**config.mk**
```make
export PLATFORM = sky130hd
export DESIGN_NAME = sirv_plic_icb_arbt_flat
export DESIGN_NICKNAME = d
export VERILOG_FILES = /design/src/rtl/sirv_plic_icb_arbt_if.sv /design/src/rtl/sirv_plic_icb_arbt.sv /design/src/flat_wrapper.sv
export SDC_FILE = /design/constraint.sdc
export NUM_CORES = 1
export LEC_CHECK = 0
export BUFFER_PORTS_ARGS = -buffer_cell sky130_fd_sc_hd__buf_2
export CORE_AREA = 2 2 111 113
export DETAILED_ROUTE_END_ITERATION = 8
export DIE_AREA = 0 0 113 115
export PLACE_DENSITY = 0.46
export REMOVE_ABC_BUFFERS = 1
export SLEW_MARGIN = 10
export SYNTH_ARGS = -nofsm -noshare
export SYNTH_HDL_FRONTEND = slang
export SYNTH_SLANG_ARGS = --single-unit
```
**constraint.sdc**
```tcl
create_clock -name clk -period 2.18 [get_ports clk]
set_clock_uncertainty 0.15 [all_clocks]
set_input_delay 0.327 -clock clk [delete_from_list [all_inputs] [get_ports clk]]
set_output_delay 0.327 -clock clk [all_outputs]
set_load 0.01 [all_outputs]
```
**src/rtl/sirv_plic_icb_arbt_if.sv**
```systemverilog
// ICB request/response bundle used between the PLIC arbiter, its two
// upstream masters and the PLIC register slave port.
interface sirv_plic_icb_arbt_if #(
    parameter int AW = 24,
    parameter int DW = 32
);
    logic          icb_cmd_valid;
    logic          icb_cmd_ready;
    logic [AW-1:0] icb_cmd_addr;
    logic          icb_cmd_read;
    logic [DW-1:0] icb_cmd_wdata;
    logic          icb_rsp_valid;
    logic          icb_rsp_ready;
    logic [DW-1:0] icb_rsp_rdata;

    // Side that issues commands and consumes responses
    modport master (
        output icb_cmd_valid, icb_cmd_addr, icb_cmd_read, icb_cmd_wdata, icb_rsp_ready,
        input  icb_cmd_ready, icb_rsp_valid, icb_rsp_rdata
    );

    // Side that accepts commands and produces responses
    modport slave (
        input  icb_cmd_valid, icb_cmd_addr, icb_cmd_read, icb_cmd_wdata, icb_rsp_ready,
        output icb_cmd_ready, icb_rsp_valid, icb_rsp_rdata
    );
endinterface

```
**src/rtl/sirv_plic_icb_arbt.sv**
```systemverilog
// 2-to-1 round-robin ICB arbiter in front of the PLIC register port.
// m0 = core system bus, m1 = debug/secondary master. Requester IDs of
// accepted commands are kept in an in-order FIFO so responses (which the
// PLIC returns strictly in order) are routed back to their originator.
// Command and response paths are purely combinational.
module sirv_plic_icb_arbt #(
    parameter int AW         = 24,
    parameter int DW         = 32,
    parameter int OUTS_DEPTH = 2
) (
    input  logic                   clk,
    input  logic                   rst_n,
    sirv_plic_icb_arbt_if.slave    m0_icb,
    sirv_plic_icb_arbt_if.slave    m1_icb,
    sirv_plic_icb_arbt_if.master   s_icb,
    output logic                   rsp_orphan
);

    localparam int PW = (OUTS_DEPTH > 1) ? $clog2(OUTS_DEPTH) : 1;
    localparam int CW = $clog2(OUTS_DEPTH + 1);
    localparam logic [CW-1:0] C_DEPTH = CW'(OUTS_DEPTH);
    localparam logic [PW-1:0] C_LAST  = PW'(OUTS_DEPTH - 1);

    // Pointer advance with wrap at OUTS_DEPTH (stays 0 for a 1-deep FIFO)
    function automatic logic [PW-1:0] ptr_inc(input logic [PW-1:0] p);
        if (p == C_LAST) begin
            ptr_inc = '0;
        end else begin
            ptr_inc = p + PW'(1);
        end
    endfunction

    // Outstanding-ID FIFO and arbitration state
    logic [OUTS_DEPTH-1:0] r_fifo;
    logic [PW-1:0]         r_wr_ptr;
    logic [PW-1:0]         r_rd_ptr;
    logic [CW-1:0]         r_cnt;
    logic                  r_last_gnt;
    logic                  r_lock;
    logic                  r_locked_id;
    logic                  r_orphan;

    logic w_full;
    logic w_empty;
    logic w_gnt;
    logic w_gnt_valid;
    logic w_s_cmd_valid;
    logic w_cmd_fire;
    logic w_head;
    logic w_s_rsp_ready;
    logic w_rsp_fire;

    assign w_full  = (r_cnt == C_DEPTH);
    assign w_empty = (r_cnt == CW'(0));
    assign w_head  = r_fifo[r_rd_ptr];

    // Grant selection: a stalled command keeps its grant, otherwise round-robin
    always_comb begin
        w_gnt = 1'b0;
        if (r_lock) begin
            w_gnt = r_locked_id;
        end else if (m0_icb.icb_cmd_valid && !m1_icb.icb_cmd_valid) begin
            w_gnt = 1'b0;
        end else if (!m0_icb.icb_cmd_valid && m1_icb.icb_cmd_valid) begin
            w_gnt = 1'b1;
        end else if (m0_icb.icb_cmd_valid && m1_icb.icb_cmd_valid) begin
            w_gnt = ~r_last_gnt;
        end else begin
            w_gnt = 1'b0;
        end
    end

    assign w_gnt_valid   = w_gnt ? m1_icb.icb_cmd_valid : m0_icb.icb_cmd_valid;
    // A full FIFO blocks new commands even if a pop happens in the same cycle
    assign w_s_cmd_valid = rst_n & ~w_full & w_gnt_valid;
    assign w_cmd_fire    = w_s_cmd_valid & s_icb.icb_cmd_ready;

    // Command path: mux the granted master onto the PLIC port
    always_comb begin
        s_icb.icb_cmd_valid = w_s_cmd_valid;
        if (w_gnt) begin
            s_icb.icb_cmd_addr  = m1_icb.icb_cmd_addr;
            s_icb.icb_cmd_read  = m1_icb.icb_cmd_read;
            s_icb.icb_cmd_wdata = m1_icb.icb_cmd_wdata;
        end else begin
            s_icb.icb_cmd_addr  = m0_icb.icb_cmd_addr;
            s_icb.icb_cmd_read  = m0_icb.icb_cmd_read;
            s_icb.icb_cmd_wdata = m0_icb.icb_cmd_wdata;
        end
        m0_icb.icb_cmd_ready = rst_n & ~w_full & s_icb.icb_cmd_ready & ~w_gnt;
        m1_icb.icb_cmd_ready = rst_n & ~w_full & s_icb.icb_cmd_ready &  w_gnt;
    end

    // Response path: route to the FIFO head owner; with nothing outstanding, swallow it
    always_comb begin
        m0_icb.icb_rsp_rdata = s_icb.icb_rsp_rdata;
        m1_icb.icb_rsp_rdata = s_icb.icb_rsp_rdata;
        m0_icb.icb_rsp_valid = rst_n & ~w_empty & ~w_head & s_icb.icb_rsp_valid;
        m1_icb.icb_rsp_valid = rst_n & ~w_empty &  w_head & s_icb.icb_rsp_valid;
        if (!rst_n) begin
            w_s_rsp_ready = 1'b0;
        end else if (w_empty) begin
            w_s_rsp_ready = 1'b1;
        end else if (w_head) begin
            w_s_rsp_ready = m1_icb.icb_rsp_ready;
        end else begin
            w_s_rsp_ready = m0_icb.icb_rsp_ready;
        end
        s_icb.icb_rsp_ready = w_s_rsp_ready;
    end

    assign w_rsp_fire = s_icb.icb_rsp_valid & w_s_rsp_ready & ~w_empty;

    // FIFO push/pop, occupancy, round-robin history, stall lock and orphan flag
    always_ff @(posedge clk) begin
        if (!rst_n) begin
            r_fifo      <= '0;
            r_wr_ptr    <= '0;
            r_rd_ptr    <= '0;
            r_cnt       <= '0;
            r_last_gnt  <= 1'b1;
            r_lock      <= 1'b0;
            r_locked_id <= 1'b0;
            r_orphan    <= 1'b0;
        end else begin
            if (w_cmd_fire) begin
                r_fifo[r_wr_ptr] <= w_gnt;
                r_wr_ptr         <= ptr_inc(r_wr_ptr);
                r_last_gnt       <= w_gnt;
            end
            if (w_rsp_fire) begin
                r_rd_ptr <= ptr_inc(r_rd_ptr);
            end
            case ({w_cmd_fire, w_rsp_fire})
                2'b10:   r_cnt <= r_cnt + CW'(1);
                2'b01:   r_cnt <= r_cnt - CW'(1);
                default: r_cnt <= r_cnt;
            endcase
            r_lock <= w_s_cmd_valid & ~s_icb.icb_cmd_ready;
            if (w_s_cmd_valid && !s_icb.icb_cmd_ready) begin
                r_locked_id <= w_gnt;
            end
            r_orphan <= w_empty & s_icb.icb_rsp_valid;
        end
    end

    assign rsp_orphan = r_orphan;

endmodule
```
**src/flat_wrapper.sv**
```systemverilog
// flat-port wrapper written by rule: the top's interface ports become plain ports
module sirv_plic_icb_arbt_flat 
#(
    parameter int AW         = 24,
    parameter int DW         = 32,
    parameter int OUTS_DEPTH = 2
)
  (clk, rst_n, rsp_orphan, m0_icb_icb_cmd_valid, m0_icb_icb_cmd_addr, m0_icb_icb_cmd_read, m0_icb_icb_cmd_wdata, m0_icb_icb_rsp_ready, m0_icb_icb_cmd_ready, m0_icb_icb_rsp_valid, m0_icb_icb_rsp_rdata, m1_icb_icb_cmd_valid, m1_icb_icb_cmd_addr, m1_icb_icb_cmd_read, m1_icb_icb_cmd_wdata, m1_icb_icb_rsp_ready, m1_icb_icb_cmd_ready, m1_icb_icb_rsp_valid, m1_icb_icb_rsp_rdata, s_icb_icb_cmd_valid, s_icb_icb_cmd_addr, s_icb_icb_cmd_read, s_icb_icb_cmd_wdata, s_icb_icb_rsp_ready, s_icb_icb_cmd_ready, s_icb_icb_rsp_valid, s_icb_icb_rsp_rdata);
  sirv_plic_icb_arbt_if #(.AW(AW), .DW(DW)) m0_icb_i ();
  sirv_plic_icb_arbt_if #(.AW(AW), .DW(DW)) m1_icb_i ();
  sirv_plic_icb_arbt_if #(.AW(AW), .DW(DW)) s_icb_i ();
  input  logic clk;
  input  logic rst_n;
  output logic rsp_orphan;
  input wire logic [$bits(m0_icb_i.icb_cmd_valid)-1:0] m0_icb_icb_cmd_valid;
  input wire logic [$bits(m0_icb_i.icb_cmd_addr)-1:0] m0_icb_icb_cmd_addr;
  input wire logic [$bits(m0_icb_i.icb_cmd_read)-1:0] m0_icb_icb_cmd_read;
  input wire logic [$bits(m0_icb_i.icb_cmd_wdata)-1:0] m0_icb_icb_cmd_wdata;
  input wire logic [$bits(m0_icb_i.icb_rsp_ready)-1:0] m0_icb_icb_rsp_ready;
  output wire logic [$bits(m0_icb_i.icb_cmd_ready)-1:0] m0_icb_icb_cmd_ready;
  output wire logic [$bits(m0_icb_i.icb_rsp_valid)-1:0] m0_icb_icb_rsp_valid;
  output wire logic [$bits(m0_icb_i.icb_rsp_rdata)-1:0] m0_icb_icb_rsp_rdata;
  input wire logic [$bits(m1_icb_i.icb_cmd_valid)-1:0] m1_icb_icb_cmd_valid;
  input wire logic [$bits(m1_icb_i.icb_cmd_addr)-1:0] m1_icb_icb_cmd_addr;
  input wire logic [$bits(m1_icb_i.icb_cmd_read)-1:0] m1_icb_icb_cmd_read;
  input wire logic [$bits(m1_icb_i.icb_cmd_wdata)-1:0] m1_icb_icb_cmd_wdata;
  input wire logic [$bits(m1_icb_i.icb_rsp_ready)-1:0] m1_icb_icb_rsp_ready;
  output wire logic [$bits(m1_icb_i.icb_cmd_ready)-1:0] m1_icb_icb_cmd_ready;
  output wire logic [$bits(m1_icb_i.icb_rsp_valid)-1:0] m1_icb_icb_rsp_valid;
  output wire logic [$bits(m1_icb_i.icb_rsp_rdata)-1:0] m1_icb_icb_rsp_rdata;
  output wire logic [$bits(s_icb_i.icb_cmd_valid)-1:0] s_icb_icb_cmd_valid;
  output wire logic [$bits(s_icb_i.icb_cmd_addr)-1:0] s_icb_icb_cmd_addr;
  output wire logic [$bits(s_icb_i.icb_cmd_read)-1:0] s_icb_icb_cmd_read;
  output wire logic [$bits(s_icb_i.icb_cmd_wdata)-1:0] s_icb_icb_cmd_wdata;
  output wire logic [$bits(s_icb_i.icb_rsp_ready)-1:0] s_icb_icb_rsp_ready;
  input wire logic [$bits(s_icb_i.icb_cmd_ready)-1:0] s_icb_icb_cmd_ready;
  input wire logic [$bits(s_icb_i.icb_rsp_valid)-1:0] s_icb_icb_rsp_valid;
  input wire logic [$bits(s_icb_i.icb_rsp_rdata)-1:0] s_icb_icb_rsp_rdata;
  assign m0_icb_i.icb_cmd_valid = m0_icb_icb_cmd_valid;
  assign m0_icb_i.icb_cmd_addr = m0_icb_icb_cmd_addr;
  assign m0_icb_i.icb_cmd_read = m0_icb_icb_cmd_read;
  assign m0_icb_i.icb_cmd_wdata = m0_icb_icb_cmd_wdata;
  assign m0_icb_i.icb_rsp_ready = m0_icb_icb_rsp_ready;
  assign m0_icb_icb_cmd_ready = m0_icb_i.icb_cmd_ready;
  assign m0_icb_icb_rsp_valid = m0_icb_i.icb_rsp_valid;
  assign m0_icb_icb_rsp_rdata = m0_icb_i.icb_rsp_rdata;
  assign m1_icb_i.icb_cmd_valid = m1_icb_icb_cmd_valid;
  assign m1_icb_i.icb_cmd_addr = m1_icb_icb_cmd_addr;
  assign m1_icb_i.icb_cmd_read = m1_icb_icb_cmd_read;
  assign m1_icb_i.icb_cmd_wdata = m1_icb_icb_cmd_wdata;
  assign m1_icb_i.icb_rsp_ready = m1_icb_icb_rsp_ready;
  assign m1_icb_icb_cmd_ready = m1_icb_i.icb_cmd_ready;
  assign m1_icb_icb_rsp_valid = m1_icb_i.icb_rsp_valid;
  assign m1_icb_icb_rsp_rdata = m1_icb_i.icb_rsp_rdata;
  assign s_icb_icb_cmd_valid = s_icb_i.icb_cmd_valid;
  assign s_icb_icb_cmd_addr = s_icb_i.icb_cmd_addr;
  assign s_icb_icb_cmd_read = s_icb_i.icb_cmd_read;
  assign s_icb_icb_cmd_wdata = s_icb_i.icb_cmd_wdata;
  assign s_icb_icb_rsp_ready = s_icb_i.icb_rsp_ready;
  assign s_icb_i.icb_cmd_ready = s_icb_icb_cmd_ready;
  assign s_icb_i.icb_rsp_valid = s_icb_icb_rsp_valid;
  assign s_icb_i.icb_rsp_rdata = s_icb_icb_rsp_rdata;
  sirv_plic_icb_arbt #(.AW(AW), .DW(DW), .OUTS_DEPTH(OUTS_DEPTH)) u_core (.clk(clk), .rst_n(rst_n), .m0_icb(m0_icb_i), .m1_icb(m1_icb_i), .s_icb(s_icb_i), .rsp_orphan(rsp_orphan));
endmodule
```
==> flow_metrics.py, run 1 <==
metrics = {
    "timing": {
        "setup_viol": 0,
        "tightest_slew_ns": 0.338,
        "max_clock_freq_mhz": 460,
        "setup_ws_ns": 0.00731,
        "whs_ns": 0.133,
        "drv_slew": 0,
        "tns_ns": 0,
        "fin_crit_ns": 2.17,
        "finalCritPeriodShare": 0.997,
        "rsz0062_at_grt": "true",
        "hold_viol": 0,
        "worst_slew_margin_rel": 0.772,
    },
    "critical_path": {
        "critPathArrivalTime_ns": 1.70,
        "cp_max_fo": 12,
        "crit_required_ns": 1.70,
        "critical_path_class": "reg2out",
        "setup.worst_path.start_class": "flip-flop",
        "end_kind": "output pin",
    },
    "floorplanning": {
        "die_width_um": 113,
        "die_y_um": 115,
        "start_util": 0.148,
        "die_area_mm2": 0.0130,
        "io_pins": 282,
        "coreArea_mm2": 0.0118,
        "num_rows": 40,
    },
    "power_and_ir_drop": {
        "ir_worst_vdd_mv": 0.213,
        "p_int_mw": 0.816,
        "power.switching_mw": 0.338,
        "p_clk_frac": 0.277,
        "finalPower_mw": 1.15,
        "pwr-share-comb": 0.544,
        "swShare": 0.293,
        "seqPwrFrac": 0.180,
        "total_leakage_power_nw": 1.48,
        "power_density_mw_per_mm2": 409,
    },
    "layout": {
        "layout.nets": 474,
        "drive_gt1_frac": 0.814,
        "design_area_mm2": 0.00282,
        "multi_input_area_mm2": 0.00109,
        "fill_cells": 1288,
        "fin_cells": 464,
        "diodes": 0,
        "most-common-layout-cells": "buf_2 (158), buf_6 (27), mux2_2 (26), mux2_4 (26)",
        "syn_to_final_growth_pct": 61.8,
        "final_common_cell": "buf_2",
        "utilization": 0.239,
        "seq_area_um2": 204,
    },
    "global_route": {
        "grt_overflow": 0,
        "grt.met2_usage": 0.176,
        "antenna_found_initial": 0,
        "top_usage_layer": "met2",
        "grt_max_degree": 20,
        "use_met1": 0.133,
        "globalRouteTotalUtil": 0.125,
        "grt_pass1_wl_um": 12100,
        "use_met3": 0.123,
        "first_global_vias": 1996,
    },
    "worst_hold_path": {
        "hold_class": "in2reg",
    },
    "placement": {
        "dp.final_hpwl_um": 7040,
        "pre_cts_ws_ns": 0.00424,
        "place.gp.congestion": 0.820,
        "placed_cells": 454,
        "placed_cell_area_mm2": 0.00236,
        "port_buffers": 185,
    },
    "detailed_routing": {
        "firstDrtPassIters": 8,
        "drt-total-wl_um": 8810,
        "vias": 1936,
        "drc": 7,
        "via_per_inst": 4.17,
        "wl_per_cell_um": 19.0,
        "antenna_left": 0,
        "drt-initial-drc-count": 49,
    },
    "clocking": {
        "insertion_delay_ns": 0.23,
        "clockBufferDepth": 2,
        "clkTransAtPathRegs_ns": 0.04,
        "cts_tree": "built",
        "clockRootBuffer": "clkbuf_16",
        "htree_num_levels": 1,
        "cts_sinks": 10,
        "cts_made_buffers": 3,
    },
    "yosys": {
        "syn_area_per_cell_um2": 9.22,
        "ys.flop_type": "dfxtp_1",
        "async_flop_share": 0,
        "synth_edf_count": 0,
        "syn_area_mm2": 0.00174,
        "syn_inst": 189,
        "yosys_warnings": 0,
        "post_synth_num_cell_types": 29,
        "synth-seq-area-share": 0.115,
        "synth_seq_cells": 10,
    },
    "run_status": {
        "status": "finished with violations",
        "violations": "design-rule violations",
    },
    "run": {
        "drv_cap": 0,
    },
}
==> cell usage after synthesis (3+ instances only) <==
library cell,count,share of area
nor2b_1,3,0.011
dfxtp_1,10,0.11
buf_6,6,0.039
nor2_1,3,0.0065
buf_4,64,0.28
mux2i_1,4,0.023
and2_1,4,0.014
mux2_2,52,0.34
o211ai_1,3,0.013
mux2_1,5,0.032
xnor2_1,3,0.015
nand2_1,7,0.015
inv_1,3,0.0065
==> power by group through the flow <==
stage / logic, mW / registers [mW] / clock network, mW
global placement: 0.484 / 0.209 / 0
finish: 0.627 / 0.207 / 0.319
floorplan: 0.244 / 0.207 / 0
detailed placement: 0.488 / 0.209 / 0
CTS: 0.636 / 0.207 / 0.326
global route: 0.675 / 0.210 / 0.331
==> kinds of logic (layout without fill, tap and decap cells) <==
group / Yosys count / after routing / synth area share
and+or+nand+nor: 27 / 27 / 0.0840
DFF: 10 / 10 / 0.115
adders and majority gates: 1 / 1 / 0.00718
xor gates and xnor gates: 3 / 3 / 0.0151
muxes: 61 / 61 / 0.391
AOI/OAI and AO/OA: 13 / 13 / 0.0646
buffers and inverters: 74 / 202 / 0.323
==> metal layers <==
| layer | vias up | wire, um |
|---|---|---|
| li1 | 850 | - |
| met1 | 862 | 3150 |
| met2 | 214 | 3680 |
| met3 | 6 | 1810 |
| met4 | 4 | 34 |
| met5 | - | 129 |
==> what timing repair did <==
| item | CTS | global route |
|---|---|---|
| hold buffers | 0 | 0 |
| buffers inserted | 5 | 2 |
| pin swaps | 0 | 1 |
| resized for setup | 50 | 15 |
| endpoints found under the setup margin | 58 | 55 |
| cloned | 3 | 0 |
==> path summary, 6_finish.rpt <==
path         cells past startpoint  slack (ns)                 from                      to
max                              6       0.007        u_core.r_lock  s_icb_icb_cmd_wdata[4]
min                              2        0.13  s_icb_icb_cmd_ready           u_core.r_lock
max reg2reg                      6        0.15      u_core.r_rd_ptr         u_core.r_cnt[1]
min reg2reg                      1        0.33      u_core.r_rd_ptr         u_core.r_rd_ptr
==> registers in the layout, indices dropped and copies added, names as in the netlist <==
register            cells
u_core.rsp_orphan       1
u_core.r_last_gnt       1
u_core.r_wr_ptr         1
u_core.r_cnt            2
u_core.r_rd_ptr         1
u_core.r_lock           1
u_core.r_locked_id      1
u_core.r_fifo           2
==> critical path, stage by stage, from the launching register on <==
cell	delay [ns]
dfxtp_2	0.33
and2_4	0.16
a31oi_4	0.16
buf_12	0.16
buf_16	0.15
mux2_2	0.34
buf_2	0.15
==> final cells by class <==
cell class              instances  share of cell area
clock buffers                   3              0.0266
inverters                       3             0.00399
repair buffers                196               0.445
flip-flops and latches         10              0.0723
well taps                     147              0.0652
multi-input cells             105               0.387
Note: power is estimated with default switching activity, not from simulation.
==> run 2, diff against run 1 <==
Settings changed: SETUP_SLACK_MARGIN set to 0.3.
==> flow_metrics.py, run 2 (synthesis results as in run 1) <==
metrics = {
    "clocking": {
        "clkTransAtPathRegs_ns": 0.04,
        "cts_sinks": 10,
        "hold_buffers": 0,
        "clockRootBuffer": "clkbuf_16",
        "clockBufferDepth": 2,
        "cts_tree": "built",
        "htree_num_levels": 1,
        "insertion_delay_ns": 0.23,
        "cts_made_buffers": 3,
    },
    "timing": {
        "drv_slew": 0,
        "setup_viol": 36,
        "max_clock_freq_mhz": 446,
        "fin_crit_ns": 2.24,
        "tightest_slew_ns": 0.337,
        "setup_ws_ns": -0.0600,
        "worst_slew_margin_rel": 0.773,
        "hold_viol": 0,
        "finalCritPeriodShare": 1.03,
        "rsz0062_at_grt": "true",
        "whs_ns": 0.134,
    },
    "global_route": {
        "grt_pass1_wl_um": 12100,
        "antenna_found_initial": 0,
        "globalRouteTotalUtil": 0.125,
        "grt_overflow": 0,
        "grt_max_degree": 20,
        "first_global_vias": 1976,
    },
    "detailed_routing": {
        "wl_per_cell_um": 20.0,
        "vias": 1971,
        "drc": 7,
        "firstDrtPassIters": 8,
        "antenna_left": 0,
        "via_per_inst": 4.16,
        "drt-initial-drc-count": 92,
        "drt-total-wl_um": 9490,
    },
    "critical_path": {
        "cp_max_fo": 5,
        "cpMostUsedCell": "buf_12",
        "critical_path_class": "reg2out",
        "setup.worst_path.start_class": "flip-flop",
        "end_kind": "output pin",
        "path_cells": "and2_4 > a31oi_4 > buf_12 > buf_12 > clkbuf_16 > mux2_4 > buf_6",
        "crit_required_ns": 1.70,
        "critPathArrivalTime_ns": 1.76,
        "cpMaxStageDelayCell": "dfxtp_4",
        "max_stage_delay_ns": 0.34,
    },
    "floorplanning": {
        "die_y_um": 115,
        "io_pins": 282,
        "start_util": 0.148,
        "die_width_um": 113,
        "die_area_mm2": 0.0130,
        "coreArea_mm2": 0.0118,
        "num_rows": 40,
    },
    "power_and_ir_drop": {
        "p_int_mw": 0.959,
        "total_leakage_power_nw": 1.80,
        "power_density_mw_per_mm2": 400,
        "power.switching_mw": 0.383,
        "swShare": 0.286,
        "seqPwrFrac": 0.154,
        "ir_worst_vdd_mv": 0.212,
        "pwr-share-comb": 0.608,
        "p_clk_frac": 0.238,
    },
    "layout": {
        "design_area_mm2": 0.00335,
        "layout.nets": 484,
        "syn_to_final_growth_pct": 92.4,
        "top_regs": "u_core.r_cnt x2, u_core.r_fifo x2",
        "most-common-layout-cells": "buf_2 (130), buf_6 (57), mux2_4 (55), nand2_1 (7), clkbuf_16 (7)",
        "final_common_cell": "buf_2",
        "diodes": 0,
        "drive_gt1_frac": 0.853,
    },
    "placement": {
        "placed_cell_area_mm2": 0.00236,
        "port_buffers": 185,
        "place.gp.congestion": 0.820,
        "dp.final_hpwl_um": 7040,
    },
    "run": {
        "drv_cap": 0,
    },
    "run_status": {
        "violations": "design-rule violations, negative setup slack",
        "status": "finished with violations",
    },
    "worst_hold_path": {
        "hold_class": "in2reg",
    },
}
run 2: area by class of cell:
cell class,instances,area (um^2)
repair buffers,206,1640
clock buffers,3,75.1
well taps,147,184
inverters,3,11.3
fillers,1233,8460
flip-flops and latches,10,210
multi-input cells,105,1230
run 2: critical path, delay by kind of cell (launching register included):
family                 cells  cell delay, ns
and+or+nand+nor            1            0.16
AOI/OAI and AO/OA          1            0.16
buffers and inverters      4            0.56
DFF                        1            0.34
muxes                      1            0.31
run 2: power by group through the flow:
stage	combinational, mW	sequential, mW	clock, mW
after global routing	0.863	0.209	0.335
after detailed placement	0.488	0.209	0
after CTS	0.690	0.208	0.326
after global placement	0.484	0.209	0
after floorplan	0.244	0.207	0
final	0.816	0.207	0.320
run 2: path summary, 6_finish.rpt:
kind / startpoint / end / slack (ns) / cells past startpoint
hold / removal: s_icb_icb_cmd_ready / u_core.r_lock / 0.13 / 2
setup / recovery: u_core.r_lock / s_icb_icb_cmd_wdata[1] / -0.06 / 7
setup reg to reg: u_core.r_rd_ptr / u_core.r_cnt[1] / 0.18 / 6
hold reg to reg: u_core.r_locked_id / u_core.r_locked_id / 0.33 / 2
run 2: stage by stage:
| step | worst slack, ns | instances | setup TNS, ns | utilization | total power, mW |
|---|---|---|---|---|---|
| 2_1_floorplan | -0.334 | 118 | -19.17 | - | 0.450 |
| 3_3_place_gp | 0.0972 | 454 | 0 | 0.199 | 0.693 |
| 3_5_place_dp | 0.00424 | 454 | 0 | 0.199 | 0.697 |
| 4_1_cts | -0.0795 | 468 | -1.83 | 0.253 | 1.22 |
| 5_1_grt | -0.0986 | 474 | -2.58 | 0.284 | 1.41 |
| 6_report | -0.0600 | 474 | -1.01 | 0.284 | 1.34 |
run 2: what timing repair did:
action | 4_1_cts | 5_1_grt
cloned | 3 | 5
setup buffers | 8 | 1
gates resized for setup | 76 | 59
pin swaps | 5 | 1
setup endpoints to repair | 62 | 63
run 2: per-layer routing:
| layer | up-vias | wire (um) | track usage |
|---|---|---|---|
| met3 | 6 | 1800 | 0.123 |
| met4 | 4 | 34 | 0.0114 |
| met1 | 892 | 3510 | 0.133 |
| li1 | 873 | - | - |
| met5 | - | 129 | 0.0963 |
| met2 | 196 | 4020 | 0.176 |
